--- src/rtl/core_mem_arbiter.sv ---
// core_mem_arbiter
//   Shares the core's single memory / ring-network port between the
//   instruction-fetch side and the data side. One transaction is outstanding
//   at a time. Data requests win arbitration because they are older in the
//   pipeline. A streak counter forces an instruction grant after STARVE_LIMIT
//   consecutive data grants that were made while a fetch was waiting.
//
// Ports
//   clk, rst          clock, synchronous active-low reset
//   i_req/i_addr      fetch request, held until i_rvalid
//   i_rvalid/i_rdata  fetch completion pulse and fetched word
//   d_req/d_head/d_addr/d_wdata  data request, held until d_rvalid
//                     d_head: [3]=write [2]=read|write [1]=!ll [0]=!sc
//   d_rvalid/d_rdata  data completion pulse and load/sc result
//   m_req/m_head/m_addr/m_wdata  issued request, fields latched at grant
//   m_ready           port accepts when m_req && m_ready
//   m_rvalid/m_rdata  response from the port
//   bus_err           pulses with rvalid when a response timed out
//
// Every output is a register or a decode of the state/latch registers.
module core_mem_arbiter #(
  parameter int STARVE_LIMIT = 4,
  parameter int RESP_TIMEOUT = 0
) (
  input  logic        clk,
  input  logic        rst,
  input  logic        i_req,
  input  logic [31:0] i_addr,
  output logic        i_rvalid,
  output logic [31:0] i_rdata,
  input  logic        d_req,
  input  logic [3:0]  d_head,
  input  logic [31:0] d_addr,
  input  logic [31:0] d_wdata,
  output logic        d_rvalid,
  output logic [31:0] d_rdata,
  output logic        m_req,
  output logic [3:0]  m_head,
  output logic [31:0] m_addr,
  output logic [31:0] m_wdata,
  input  logic        m_ready,
  input  logic        m_rvalid,
  input  logic [31:0] m_rdata,
  output logic        bus_err
);

  localparam logic [3:0] LIMIT        = 4'(STARVE_LIMIT);
  localparam bit         TIMEOUT_EN   = (RESP_TIMEOUT != 0);
  localparam logic [7:0] TIMEOUT_LAST = 8'(RESP_TIMEOUT - 1);

  typedef enum logic [1:0] {
    S_IDLE,
    S_ISSUE,
    S_WAIT_RESP,
    S_DONE
  } state_t;

  state_t      state, state_nxt;
  logic [3:0]  streak, streak_nxt;
  logic [7:0]  timer, timer_nxt;
  logic        owner_d, owner_d_nxt;   // 1: data side owns the transaction
  logic [3:0]  head_q, head_nxt;
  logic [31:0] addr_q, addr_nxt;
  logic [31:0] wdata_q, wdata_nxt;
  logic [31:0] rdata_q, rdata_nxt;
  logic        err_q, err_nxt;
  logic        grant_d;
  logic        resp_expected;

  // Saturating streak increment; never counts past the starvation limit.
  function automatic logic [3:0] sat_inc(input logic [3:0] v);
    return (v >= LIMIT) ? LIMIT : v + 4'd1;
  endfunction

  // Data wins unless a fetch is waiting and the data streak is used up.
  assign grant_d       = d_req && !(i_req && (streak == LIMIT));
  // Reads and store-conditionals return a response; plain writes do not.
  assign resp_expected = !head_q[3] || !head_q[0];

  always_ff @(posedge clk) begin
    if (!rst) begin
      state   <= S_IDLE;
      streak  <= '0;
      timer   <= '0;
      owner_d <= 1'b0;
      head_q  <= '0;
      addr_q  <= '0;
      wdata_q <= '0;
      rdata_q <= '0;
      err_q   <= 1'b0;
    end else begin
      state   <= state_nxt;
      streak  <= streak_nxt;
      timer   <= timer_nxt;
      owner_d <= owner_d_nxt;
      head_q  <= head_nxt;
      addr_q  <= addr_nxt;
      wdata_q <= wdata_nxt;
      rdata_q <= rdata_nxt;
      err_q   <= err_nxt;
    end
  end

  always_comb begin
    state_nxt   = state;
    streak_nxt  = streak;
    timer_nxt   = timer;
    owner_d_nxt = owner_d;
    head_nxt    = head_q;
    addr_nxt    = addr_q;
    wdata_nxt   = wdata_q;
    rdata_nxt   = rdata_q;
    err_nxt     = err_q;
    case (state)
      S_IDLE: begin
        err_nxt = 1'b0;
        if (grant_d) begin
          head_nxt    = d_head;
          addr_nxt    = d_addr;
          wdata_nxt   = d_wdata;
          owner_d_nxt = 1'b1;
          streak_nxt  = i_req ? sat_inc(streak) : 4'd0;
          state_nxt   = S_ISSUE;
        end else if (i_req) begin
          head_nxt    = 4'b0111;
          addr_nxt    = i_addr;
          wdata_nxt   = '0;
          owner_d_nxt = 1'b0;
          streak_nxt  = 4'd0;
          state_nxt   = S_ISSUE;
        end
      end
      S_ISSUE: begin
        if (m_ready) begin
          if (resp_expected) begin
            timer_nxt = '0;
            state_nxt = S_WAIT_RESP;
          end else begin
            rdata_nxt = '0;
            state_nxt = S_DONE;
          end
        end
      end
      S_WAIT_RESP: begin
        timer_nxt = timer + 8'd1;
        if (m_rvalid) begin
          rdata_nxt = m_rdata;
          state_nxt = S_DONE;
        end else if (TIMEOUT_EN && (timer == TIMEOUT_LAST)) begin
          rdata_nxt = '0;
          err_nxt   = 1'b1;
          state_nxt = S_DONE;
        end
      end
      S_DONE: begin
        state_nxt = S_IDLE;
      end
      default: begin
        state_nxt = S_IDLE;
      end
    endcase
  end

  assign m_req    = (state == S_ISSUE);
  assign m_head   = head_q;
  assign m_addr   = addr_q;
  assign m_wdata  = wdata_q;
  assign i_rvalid = (state == S_DONE) && !owner_d;
  assign d_rvalid = (state == S_DONE) && owner_d;
  assign i_rdata  = rdata_q;
  assign d_rdata  = rdata_q;
  assign bus_err  = (state == S_DONE) && err_q;

endmodule

--- config.mk ---
export PLATFORM = sky130hd
export DESIGN_NAME = core_mem_arbiter
export DESIGN_NICKNAME = d
export VERILOG_FILES = /design/src/rtl/core_mem_arbiter.sv
export SDC_FILE = /design/constraint.sdc
export NUM_CORES = 1
export LEC_CHECK = 0
export ABC_CLOCK_PERIOD_IN_PS = 2000
export BUFFER_PORTS_ARGS = -buffer_cell sky130_fd_sc_hd__buf_2
export CORE_UTILIZATION = 46
export CTS_CLUSTER_DIAMETER = 30
export DETAILED_ROUTE_END_ITERATION = 12
export MAX_ROUTING_LAYER = met4
export PLACE_DENSITY = 0.85
export SLEW_MARGIN = 20
export SYNTH_ARGS = -nofsm -noshare
export SYNTH_HDL_FRONTEND = slang
export SYNTH_SLANG_ARGS = --single-unit
--- constraint.sdc ---
create_clock -name clk -period 2 [get_ports clk]
set_clock_uncertainty 0.05 [all_clocks]
set_input_delay 0.1 -clock clk [delete_from_list [all_inputs] [get_ports clk]]
set_output_delay 0.1 -clock clk [all_outputs]
set_load 0.005 [all_outputs]
# [After elaboration in Yosys (flattened, before gate mapping)]
# Index checks and enable logic that the tools add are counted.
[word_totals] reg_bits=107 input_bits=138 word_cells=54
[op_classes] add_sub_neg=1 magnitude_cmp=1 n_eq_ne=8 n_mux=22 reduce_logical=15
[ops] operator="$mux 32" count=7
[ops] operator="$pmux 32 s2" count=1
[ops] operator="$mux 4" count=6
[ops] operator="$mux 2" count=4
[ops] operator="$pmux 2 s4" count=1
[ops] operator="$add 4x1->4 const B" count=1
[ops] operator="$eq 2x2->1 const B" count=2
[ops] operator="$eq 4x3->1 const B" count=1
[ops] operator="$ge 4x3->1 const B" count=1
[ops] operator="$logic_and 1x1->1" count=4
[ops] operator="$logic_not 1->1" count=4
[ops] operator="$ne 2x2->1 const B" count=2
[ops] operator="$reduce_and 4->1" count=1
[ops] operator="$reduce_bool 2->1" count=2
[ops] operator="$mux 1" count=3
[ops] operator="$ne 3x3->1 const B" count=1
[ops] operator="$reduce_and 3->1" count=1
[ops] operator="$eq 2x1->1 const B" count=1
[ops] operator="$logic_not 2->1" count=1
[ops] operator="$ne 2x1->1 const B" count=1
[ops] operator="$reduce_and 2->1" count=1
[ops] operator="$logic_or 1x1->1" count=1

# [Longest topological paths before layout]
[logic_depth] depth_word=6 ltp_mapped=7 depth_no_buf=5

# [Least setup slack after synthesis]
# OpenSTA, ideal clock, no wires.
[synth_timing] kind="reg-to-reg" startpoint="register state[0]" endpoint="register state[0]" setup_ns=0.092 arrival_time_ns=1.529 required_ns=1.858 path_slack_ns=0.328 path_stages_with_launch=7 cell_sequence="dfxtp_1 > inv_1 > ha_1 > clkbuf_1 > nor2b_1 > or3_1 > o32ai_1"
[synth_via] elab_chain_len=3
[synth_lines] element="from (decl)" line_no="58" rtl="state_t state, state_nxt;"
[synth_lines] element="from (signal assigned)" line_no="92" rtl="state <= state_nxt;"
[synth_lines] element="$eq 2x2->1 (tied with other cells)"
[synth_lines] element="$ne 2x2->1 (no line) (tied with other cells)"
[synth_lines] element="$reduce_and 3->1 (no line)"
# Parallel ways exist; a longest one is shown, timed or not.
# A chain may end at the register's enable or synchronous reset.

# [Worst setup path in the final report]
[layout_timing] startpoint="register state[0]" endpoint="register wdata_q[17] (netlist: m_wdata[17])"
[layout_via] elab_chain_len=2
[layout_lines] element="$logic_not 2->1" line_no="114" rtl="case (state)"
[layout_lines] element="$reduce_and 2->1 (no line)"
[layout_lines] element="to (signal assigned)" line_no="98" rtl="wdata_q <= wdata_nxt;"
[layout_lines] element="to (decl)" line_no="64" rtl="logic [31:0] wdata_q, wdata_nxt;"
# Every way passes these cells.

==> results.json <==
{
  "post_cts_buffers": 0,
  "cts_tree": "done",
  "ios": 274,
  "crit_path_start_kind": "flip-flop",
  "worstSetupEndpointType": "flip-flop",
  "max_freq_ghz": 0.553,
  "synth.net_count": 758,
  "yosysWarnings": 0,
  "antenna_cells": 0,
  "fillerInstances": 881,
  "ir_drop_v": 0.000596,
  "synth-main-ff-cell": "dfxtp_1",
  "root_buffer": "clkbuf_16",
  "crit_chain": "inv_1, ha_1, o21ai_4, buf_12, buf_12, a32oi_1, nor2_1",
  "wl_per_cell_um": 15.9,
  "maxCapViolations": 0,
  "slew_headroom": 0.615,
  "die_area_mm2": 0.0119,
  "die_x_um": 109,
  "slowest_delay_ns": 0.38,
  "wl_um": 16200,
  "syn_inst": 613,
  "synth.distinct_cells": 36,
  "die_height_um": 109,
  "h-tree-depth": 3,
  "start_util": 0.479,
  "synthesis.area_mm2": 0.00526,
  "required_ns": 2.22,
  "yosysMostFrequentCell": "dfxtp_1",
  "slew_violations": 0,
  "worstMarginPinSlew_ns": 0.575,
  "vias_per_cell": 5.59,
  "reg2reg_slack_ns": 0.19,
  "yosysTopAreaCellShare": 0.407,
  "insertion_delay_ns": 0.33,
  "r2r-end": "m_wdata[17]$_SDFFE_PN0P_",
  "nNetsFinal": 1018,
  "dp.cells": 950,
  "track_usage": 0.266,
  "drive_above_1_share": 0.402,
  "first_pass_iters": 5,
  "cp_data_arrival_time_ns": 2.03,
  "fin_tns_setup_ns": 0,
  "clock-sinks": 107,
  "num_vias": 5695,
  "antenna_found_initial": 0,
  "post-route-period-util": 0.905,
  "final.min_clock_period_ns": 1.81,
  "dp_hpwl_um": 10300,
  "power.density_mw_per_mm2": 1100,
  "grt_max_degree": 46,
  "cts_max_path_buffers": 2,
  "syn_area_per_cell_um2": 8.58,
  "p_leak_nw": 3.24,
  "clk_pin_slew_ns": 0.08,
  "syn2layout_area_growth_pct": 39.7,
  "synth-edff-count": 0,
  "whs_path_depth": 3,
  "grt_pass1_vias": 5141,
  "place.gp.congestion": 0.814,
  "hold_start": "i_addr[8]",
  "drc": 0,
  "reg2reg_from": "state[0]$_SDFFE_PN0P_",
  "numCtsBuffers": 9,
  "drtAntennaViolNets": 0,
  "grt_pass1_wl_um": 24400,
  "p_total_mw": 8.10,
  "final_hold_viol_count": 0,
  "rows": 38,
  "crit_top_cell": "buf_12",
  "whs_endpoint": "m_addr[8]$_SDFFE_PN0P_",
  "drtIter0Drc": 488,
  "outcome": "complete, no violations",
  "async_flop_share": 0,
  "hp-class": "primary input to flip-flop",
  "grt_overflow": 0,
  "synth_top_area_cell": "dfxtp_1",
  "grt_setup_unrepaired": "no",
  "seq_area_frac_synth": 0.407,
  "ys_ff_latch": 107,
  "io_buffers": 272,
  "yosys-top-cells-area": "dfxtp_1 41%, a211oi_2 7.1%, nand3_1 6.2%, a32oi_1 5.7%, a211oi_1 4.9%",
  "critPathKind": "flip-flop to flip-flop",
  "worstRegToRegCells": 7,
  "synthTopCellsByCount": "107 x dfxtp_1, 66 x nor2_1, 65 x nand3_1, 40 x clkbuf_1, 37 x nand2_1",
  "final_cells": 1018,
  "core_area_mm2": 0.0110,
  "utilization": 0.669,
  "path_max_fanout": 45,
  "slowest_stage": "dfxtp_1",
  "setup_viol": 0
}
[repair_timing]
| item | 4_1_cts | 5_1_grt |
|---|---|---|
| hold buffers | 50 | 2 |
| endpoints found under the hold margin | 50 | 2 |
| endpoints found under the setup margin | 0 | 13 |
| gates resized for setup | 0 | 1 |
[registers in the layout, indices dropped and copies added (netlist names)]
| name | cells |
|---|---|
| d_rdata | 32 |
| m_addr | 32 |
| m_head | 4 |
| m_wdata | 32 |
| owner_d | 1 |
| state | 2 |
| streak | 4 |
[area by class of cell]
cell class,count,area (um2),share of cell area
Clock buffer,9,225,0.0306
Clock inverter,7,70.1,0.00953
Inverter,5,18.8,0.00255
Multi-Input combinational cell,400,2570,0.349
Sequential cell,107,2140,0.291
Tap cell,140,175,0.0238
Timing Repair Buffer,350,2150,0.293
[routing by layer]
layer  track usage  up-vias  wire [um]  share of wire
li1              -     2734          -              -
met5             -        -          0              0
met4         0.109        0        505          0.031
met3        0.0406       41       1030          0.064
met2         0.455      271       8200           0.51
met1         0.309     2649       6450           0.40
[kinds of logic (layout without fill, tap and decap cells)]
group                      Yosys count  in the layout  share of synthesized area
adders and majority gates            7              7                     0.0166
muxes                                1              1                    0.00190
other                                1              1                   0.000713
AOI/OAI and AO/OA                  206            206                      0.308
DFF                                107            107                      0.407
buffers and inverters              106            371                      0.109
and+or+nand+nor                    185            185                      0.156
[placed cells by master, fill, tap and decap left out, drive strengths merged, types with 7 or more instances in the layout]
cell / Yosys / final
buf: 61 / 298
dfxtp: 107 / 107
nor2: 66 / 66
nand3: 65 / 65
a211oi: 64 / 64
dlygate4sd3: 0 / 52
nand2: 37 / 37
a32oi: 34 / 34
o21ai: 33 / 33
a21o: 32 / 32
a31oi: 32 / 32
clkbuf: 40 / 9
inv: 5 / 8
ha: 7 / 7
[power by group]
group          total (mW)  switching [mW]  internal (mW)
Sequential           2.90           0.297           2.61
Clock                1.75           0.872          0.882
Combinational        3.44            1.93           1.51
Total                8.10            3.10           5.00
[worst max path at each step]
| stage | from | endpoint | slack, ns |
|---|---|---|---|
| 2_1_floorplan | state[0]$_SDFFE_PN0P_ | state[0]$_SDFFE_PN0P_ | 0.33 |
| 3_3_place_gp | streak[0]$_SDFFE_PN0P_ | m_addr[0]$_SDFFE_PN0P_ | 0.17 |
| 3_5_place_dp | streak[0]$_SDFFE_PN0P_ | m_addr[21]$_SDFFE_PN0P_ | 0.11 |
| 4_1_cts | streak[0]$_SDFFE_PN0P_ | m_addr[0]$_SDFFE_PN0P_ | 0.07 |
| 5_1_grt | state[1]$_SDFFE_PN0P_ | m_wdata[13]$_SDFFE_PN0P_ | 0.06 |
| 6_report | state[0]$_SDFFE_PN0P_ | m_wdata[17]$_SDFFE_PN0P_ | 0.19 |
[per-stage QoR]
step | hold slack [ns] | cell area, um2 | setup slack (ns)
finish | 0.00375 | 7350 | 0.191
global route | 0.00433 | 7350 | 0.0623
CTS | 0.000381 | 7330 | 0.0694
detailed placement | 0.313 | 6540 | 0.111
global placement | 0.299 | 6540 | 0.168
floorplan | 0.217 | 5260 | 0.328
[critical path: cells and delay by family, from the launching register on]
family                   cells  cell delay, ns
buffers and inverters        3            0.57
flip-flops                   1            0.38
AO/OA/AOI/OAI                2            0.30
adder cells (fa/ha/maj)      1            0.27
AND/OR/NAND/NOR              1            0.15
Note: power is estimated with default switching activity, not from simulation.
